### src/rtl/demux_dispatch_1to4.sv
// rtl/demux_dispatch_1to4.sv - registered 1:4 dispatcher with per-lane one-entry holding registers
module demux_dispatch_1to4 #(
    parameter int DATA_W = 8
) (
    input  logic              clk,
    input  logic              rst_n,
    input  logic              in_valid,
    output logic              in_ready,
    input  logic [DATA_W-1:0] in_data,
    input  logic              mode,
    input  logic [1:0]        select,
    output logic [DATA_W-1:0] out0,
    output logic [DATA_W-1:0] out1,
    output logic [DATA_W-1:0] out2,
    output logic [DATA_W-1:0] out3,
    output logic [3:0]        out_valid,
    input  logic [3:0]        out_ready,
    output logic [1:0]        rr_ptr
);

    logic [DATA_W-1:0] lane_data [4];
    logic [3:0]        lane_valid;
    logic [1:0]        target;
    logic              accept;
    logic [3:0]        load;
    logic [3:0]        pop;

    assign target = mode ? select : rr_ptr;

    // Only the targeted lane gates upstream; a draining lane can be refilled in the same cycle.
    assign in_ready = !lane_valid[target] | out_ready[target];
    assign accept   = in_valid & in_ready;
    assign pop      = lane_valid & out_ready;

    always_comb begin
        load         = 4'b0000;
        load[target] = accept;
    end

    always_ff @(posedge clk) begin
        if (!rst_n) begin
            lane_valid <= 4'b0000;
            rr_ptr     <= 2'd0;
            for (int i = 0; i < 4; i++) begin
                lane_data[i] <= '0;
            end
        end else begin
            for (int i = 0; i < 4; i++) begin
                if (load[i]) begin
                    lane_data[i]  <= in_data;
                    lane_valid[i] <= 1'b1;
                end else if (pop[i]) begin
                    lane_valid[i] <= 1'b0;
                end
            end
            if (accept && !mode) begin
                rr_ptr <= rr_ptr + 2'd1;
            end
        end
    end

    assign out0      = lane_data[0];
    assign out1      = lane_data[1];
    assign out2      = lane_data[2];
    assign out3      = lane_data[3];
    assign out_valid = lane_valid;

endmodule

### config.mk
export PLATFORM = sky130hd
export DESIGN_NAME = demux_dispatch_1to4
export DESIGN_NICKNAME = d
export VERILOG_FILES = /design/src/rtl/demux_dispatch_1to4.sv
export SDC_FILE = /design/constraint.sdc
export NUM_CORES = 1
export LEC_CHECK = 0
export CORE_UTILIZATION = 42
export DETAILED_ROUTE_END_ITERATION = 7
export PLACE_DENSITY = 0.79
export SETUP_SLACK_MARGIN = 0.5
export SLEW_MARGIN = 10
export SYNTH_ARGS = -nofsm -noshare
export SYNTH_HDL_FRONTEND = slang
export SYNTH_SLANG_ARGS = --single-unit
### constraint.sdc
create_clock -name clk -period 2.1 [get_ports clk]
set_clock_uncertainty 0.1 [all_clocks]
set_input_delay 0.42 -clock clk [delete_from_list [all_inputs] [get_ports clk]]
set_output_delay 0.42 -clock clk [all_outputs]
set_load 0.05 [all_outputs]
Word level (Yosys, flattened, before mapping)

Memories as Yosys holds them, arrays and structs flattened.
Index checks and enable logic that the tools add are counted.

Add/subtract/negate cells: 1
Order comparisons: 2
Reductions and logical operators: 8
Bitwise operators: 8
Multiplexer cells: 32

Operator list:

| cell                  | count |
|---|---|
| $mux W8               | 4 |
| $mux W1               | 24 |
| $and A4 B4 Y4         | 2 |
| $reduce_bool A2 Y1    | 4 |
| $or A1 B1 Y1          | 5 |
| $bmux W1 S2           | 2 |
| $lt A2 B3 Y1 const B  | 1 |
| $add A2 B1 Y2 const B | 1 |
| $demux W1 S2          | 1 |
| $ge A2 B1 Y1 const B  | 1 |
| $logic_and A1 B1 Y1   | 2 |
| $logic_not A1 Y1      | 2 |
| $mux W2               | 1 |
| $and A1 B1 Y1         | 1 |

RAM bits: 32
Register bits after elaboration: 6
Memories kept: 1
Input port bits: 18

Memories:

| memory    | depth | width | rd ports | clocked after Yosys merged registers in | wr ports | RTL line | RTL |
|---|---|---|---|---|---|---|---|
| lane_data | 4     | 8     | 4        | 0                                       | 4        | 21       | `logic [DATA_W-1:0] lane_data [4];` |

Logic depth before layout (Yosys ltp)

Gate-level depths: netlist of run 1.

Depth in word-level cells: 11
Gate-level depth with buffers: 4
Mapped depth without buffers: 4

Worst setup path before layout of run 1

No wires, ideal clock.

Path type: register to output
Start point: register rr_ptr[0]
End point: output in_ready
Arrival time: 2.001 ns
Slack: -0.421 ns
Path buffers: 0
Cell stages (with the launch flop): 4
Cell sequence: dfxtp_1 inv_1 o21ai_0 mux2i_1

Word-level cells in the longest chain between the ends: 5
Elaborated cells on any way between the ends: 7
Classes of those cells: mux (5); bitwise (1); reduce/logical (1)

Ends and longest elaborated chain:

| element                       | RTL line | RTL |
|---|---|---|
| start: declaration            | 18       | `output logic [1:0] rr_ptr` |
| start signal: assignment      | 57       | `rr_ptr <= rr_ptr + 2'd1;` |
| $mux W2 *                     | 28       | `assign target = mode ? select : rr_ptr;` |
| $bmux W1 S2                   | 31       | `assign in_ready = !lane_valid[target] \| out_ready[target];` |
| $mux W1 (not written as such) | 31       |  |
| $logic_not A1 Y1              | 31       |  |
| $or A1 B1 Y1 *                | 31       |  |
| end: declaration              | 8        | `output logic in_ready,` |

Every way passes the cells marked *; elsewhere a longest branch is shown, timed or not. The select of a mux whose other input is x is not followed.

Worst setup path after layout of run 1

Start point: register rr_ptr[1]
End point: output in_ready

Same word-level chain as after synthesis.

==> results_dict.tcl, run 1 <==
set metrics [dict create \
    final_common_cell "buf_2" \
    yosys.area.top_type "edfxtp_1" \
    ant_nets 0 \
    dp_hpwl_mm 2.39 \
    grt_use_total_pct 20.1 \
    finalWirelength_mm 3.38 \
    finalNonFillerCells 233 \
    routabilityCongestion 0.823 \
    cts-root-buf "clkbuf_4" \
    ys_seq_area_share_pct 73.9 \
    irDropWorstVdd_mv 0.317 \
    hold_viol 0 \
    placement.io_buffers 56 \
    grt_antenna_before_repair 0 \
    numCtsBuffers 5 \
    h-tree-depth 2 \
    crit_fanout 3 \
    yosys_warnings 0 \
    path_class "flop to output pin" \
    syn_area_um2 1460 \
    firstDrtPassIters 4 \
    slew_violations 0 \
    die_h_um 61.0 \
    cp-start-kind "flop" \
    vias_per_cell 4.97 \
    ctsLongestPathBuffers 2 \
    vias 1157 \
    p_leak_nw 0.914 \
    clk_pin_slew_ps 100 \
    start_util_pct 43.8 \
    die_area_um2 3720 \
    insertion_delay_ps 340 \
    antenna-diode-count 0 \
    period_minus_slack_ps 2020 \
    io_pins 57 \
    cap_violations 0 \
    syn_inst 112 \
    hold_path_class "flop to flop" \
    avgSynthCellArea_um2 13.1 \
    rsz0062_at_grt "true" \
    synth_area_leaders "edfxtp_1 66%, dfxtp_1 8.2%, nor2_1 8.2%, nand2_1 3.3%, a21boi_0 2.6%" \
    synth-seq-cells 38 \
    grt_max_degree 19 \
    rows 21 \
    status "finished, final reports clean" \
    setup_viol 0 \
    power.density_nw_per_um2 721 \
    synth_nets 130 \
    wl_per_cell_um 14.5 \
    syn2layout_area_growth_pct 49.0 \
    grt_pass1_wl_mm 5.13 \
    slew_headroom_pct 83.3 \
    layout_common_cells "36 x buf_2, 32 x edfxtp_1, 31 x nor2_1, 14 x clkdlybuf4s50_1, 10 x buf_4" \
    p_total_w 0.00157 \
    layout_worst_path_cycle_share_pct 96.1 \
    synth_cell_type_count 18 \
    worstMarginPinSlew_ps 246 \
    arrival_ps 1500 \
    grt_pass1_vias 1116 \
    grt_overflow 0 \
    max_freq_mhz 496 \
    cts_sinks 38 \
    hold_buffers 0 \
    utilization_pct 65.3 \
    dpl.cell_count 222 \
    cts_tree "done" \
    drc 0 \
    worstSetupEndpointType "output pin" \
    cp.required_ps 1580 \
    layout-drive-gt1-share_pct 43.9 \
    fp.coreArea_um2 3340 \
    drtIter0Drc 55 \
    die_w_um 61.0 \
    num-nets-final 205 \
    yosysTopAreaCellShare_pct 65.7 \
]
==> layout make-up <==
| class | instances | area, um2 |
|---|---|---|
| Fill cell | 280 | 1160 |
| Sequential cell | 38 | 1090 |
| Timing Repair Buffer | 71 | 518 |
| Multi-Input combinational cell | 70 | 459 |
| Tap cell | 46 | 57.6 |
| Clock buffer | 5 | 37.5 |
| Clock inverter | 2 | 10.0 |
| Inverter | 1 | 6.26 |
==> worst paths after layout <==
path                 from           end  slack [ps]  cells after the start
max             rr_ptr[1]      in_ready          80                      4
min          out_valid[1]  out_valid[1]         430                      2
max reg2reg     rr_ptr[1]     rr_ptr[1]         490                      5
min reg2reg  out_valid[1]  out_valid[1]         430                      2
==> repair_timing <==
item / 4_1_cts / 5_1_grt
pin swaps: 3 / 5
buffers inserted: 4 / 0
endpoints found under the setup margin: 109 / 79
gates resized for setup: 154 / 61
==> metal layers <==
metal / GRT usage [%] / share of wire, % / up-vias
li1: - / - / 541
met1: 21.4 / 37 / 541
met2: 34.1 / 50 / 69
met3: 8.61 / 11 / 6
met4: 10.4 / 1.4 / 0
met5: 0 / 0 / -
==> power breakdown <==
part / internal (W) / switching (W)
Sequential: 0.000860 / 0.0000137
Clock: 0.000120 / 0.000225
Combinational: 0.000107 / 0.000245
==> registers in the layout (all words and copies together) (netlist names) <==
register	count
out_valid	4
lane_data	32
rr_ptr	2
==> synthesized netlist by cell type (all sizes together) <==
| cell type | instances |
|---|---|
| or3 | 1 |
| edfxtp | 32 |
| nor2 | 32 |
| inv | 1 |
| nand4b | 2 |
| o21a | 1 |
| clkbuf | 3 |
| o21ai | 2 |
| o31ai | 1 |
| or4 | 1 |
| dfxtp | 6 |
| nand2b | 5 |
| nand2 | 13 |
| a21boi | 6 |
| mux2i | 4 |
| nand4 | 2 |
==> through the flow <==
stage	instance area, um2	worst slack (ps)	hold WS, ps	setup TNS (ps)
floorplan	1510	355	466	0
detailed placement	2200	-346	424	-6470
finish	2180	82.3	431	0
global placement	2200	-281	396	-3520
CTS	2300	74.5	446	0
global route	2180	3.86	460	0
==> kinds of logic (layout without fill, tap and decap cells) <==
family | count (synthesis) | in the layout | share of synthesized area, %
AO/OA/AOI/OAI | 10 | 10 | 4.79
buffers and inverters | 4 | 79 | 1.03
flip-flops | 38 | 38 | 73.9
multiplexers | 4 | 4 | 3.59
AND/OR/NAND/NOR | 56 | 56 | 16.7
==> critical path: stages (launching register included) <==
cell and delay (ps):
dfxtp_4 370, mux2i_4 210, mux2i_2 320, mux2i_4 100
buf_6 160
Note: power is estimated with default switching activity, not from simulation.
==> inputs of run 2 (changes only) <==
--- a/config.mk
+++ b/config.mk
@@ -5,9 +5,9 @@
 export SDC_FILE = /design/constraint.sdc
 export NUM_CORES = 1
 export LEC_CHECK = 0
-export CORE_UTILIZATION = 42
+export CORE_UTILIZATION = 46
 export DETAILED_ROUTE_END_ITERATION = 7
-export PLACE_DENSITY = 0.79
+export PLACE_DENSITY = 0.86
 export SETUP_SLACK_MARGIN = 0.5
 export SLEW_MARGIN = 10
 export SYNTH_ARGS = -nofsm -noshare
==> constraint.sdc (replaced) <==
create_clock -name clk -period 2.4 [get_ports clk]
set_clock_uncertainty 0.1 [all_clocks]
set_input_delay 0.48 -clock clk [delete_from_list [all_inputs] [get_ports clk]]
set_output_delay 0.48 -clock clk [all_outputs]
set_load 0.05 [all_outputs]
==> results_dict.tcl, run 2 (synthesis results as in run 1) <==
set metrics [dict create \
    num-nets-final 201 \
    h-tree-depth 2 \
    grt_max_degree 15 \
    slowest_stage "clkdlybuf4s50_1" \
    setup_viol 0 \
    hold_viol 0 \
    die_area_um2 3410 \
    grt_overflow 0 \
    power.switching_fraction_pct 30.1 \
    drtIter0Drc 51 \
    vias_per_cell 5.08 \
    seqPwrFrac_pct 55.6 \
    grt_antenna_before_repair 0 \
    fillers 223 \
    area.sequential_um2 1090 \
    cts_sinks 38 \
    comb_power_share_pct 22.2 \
    dpl.cell_count 218 \
    design_area_um2 2230 \
    die_w_um 58.4 \
    cts-root-buf "clkbuf_4" \
    power.density_nw_per_um2 618 \
    cts_tree "done" \
    grt_pass1_wl_mm 5.13 \
    crit_fanout 2 \
    worstSetupEndpointType "output pin" \
    p_leak_nw 0.931 \
    status "finished, final reports clean" \
    drc 0 \
    arrival_ps 1560 \
    layout_common_cells "35 x dlygate4sd2_1, 32 x nor2_1, 32 x edfxtp_1, 15 x clkdlybuf4s50_1, 12 x nand2_1" \
    syn2layout_area_growth_pct 52.4 \
    multiInputGateArea_um2 439 \
    vias 1159 \
    max_freq_mhz 467 \
    firstDrtPassIters 4 \
    rows 20 \
    clk_pin_slew_ps 100 \
    clockPowerShare_pct 22.2 \
    ctsLongestPathBuffers 2 \
    worstMarginPinSlew_ps 516 \
    final_common_cell "dlygate4sd2_1" \
    regMostFlops "lane_data" \
    path_class "primary input to output pin" \
    power.switching_w 0.000414 \
    finalWirelength_mm 3.66 \
    layout_worst_path_cycle_share_pct 89.3 \
    die_h_um 58.4 \
    placement.io_buffers 56 \
    p_int_w 0.000963 \
    path_cells "clkdlybuf4s50_1 -> nand2_1 -> o21ai_4 -> mux2i_4 -> buf_6" \
    fin_tns_setup_ps 0 \
    slew_headroom_pct 65.7 \
    max_stage_delay_ps 460 \
    io_pins 57 \
    cap_violations 0 \
    largest_reg_flops 32 \
    start_util_pct 48.3 \
    irDropWorstVdd_mv 0.373 \
    ant_nets 0 \
    hold_path_class "flop to flop" \
    hold_buffers 0 \
    fp.coreArea_um2 3030 \
    wl_per_cell_um 16.1 \
    finalNonFillerCells 228 \
    numCtsBuffers 5 \
    hold_ws_ps 448 \
    grt_pass1_vias 1137 \
    dp_hpwl_mm 2.57 \
    layout-drive-gt1-share_pct 16.3 \
    grt_use_total_pct 21.6 \
    routabilityCongestion 0.819 \
    insertion_delay_ps 340 \
    cp.required_ps 1820 \
    period_minus_slack_ps 2140 \
    cp-start-kind "primary input" \
    rsz0062_at_grt "true" \
    slew_violations 0 \
    antenna-diode-count 0 \
    dpl_cell_area_um2 2160 \
]
run 2: worst paths after layout:
check / startpoint / to / slack, ps / depth (start not counted)
worst max register to register: rr_ptr[1] / rr_ptr[1] / 540 / 6
worst min-delay path: rr_ptr[1] / rr_ptr[1] / 450 / 2
worst min register to register: rr_ptr[1] / rr_ptr[1] / 450 / 2
worst max-delay path: select[0] / in_ready / 260 / 5
run 2: area by class of cell:
class	instances	area share, %
multi-input combinational	70	19.7
inverter	1	0.168
timing repair buffer	67	26.7
sequential	38	48.7
clock buffer	8	2.19
tap	44	2.47
run 2: critical path: cells and delay by family:
kind	cells	cell delay [ps]
AOI/OAI and AO/OA	1	100
buffers and inverters	2	640
muxes	1	250
and+or+nand+nor	1	100
run 2: power by group through the flow:
stage / clock [W] / sequential (W) / combinational, W
2_1_floorplan: 0 / 0.000912 / 0.0000596
3_3_place_gp: 0 / 0.000780 / 0.000312
3_5_place_dp: 0 / 0.000781 / 0.000319
4_1_cts: 0.000310 / 0.000766 / 0.000299
5_1_grt: 0.000336 / 0.000769 / 0.000318
6_report: 0.000305 / 0.000766 / 0.000306
run 2: what timing repair did:
item	in CTS	in global routing
endpoints found under the setup margin	73	13
gates resized for setup	48	8
buffers inserted	1	1
gates cloned	0	0
pin swaps	0	1
run 2: per-stage QoR:
stage	power (W)	util, %	setup slack, ps
floorplan	0.000972	-	534
global route	0.00142	73.6	208
CTS	0.00138	72.8	244
finish	0.00138	73.6	257
global placement	0.00109	71.2	-101
detailed placement	0.00110	71.2	-170
run 2: per-layer routing:
| layer | GRT usage, % | up-vias | routed length (um) |
|---|---|---|---|
| met2 | 40.6 | 81 | 1940 |
| met5 | 0 | - | 0 |
| met3 | 7.91 | 11 | 330 |
| met4 | 9.52 | 0 | 70 |
| met1 | 21.0 | 532 | 1320 |
| li1 | - | 535 | - |
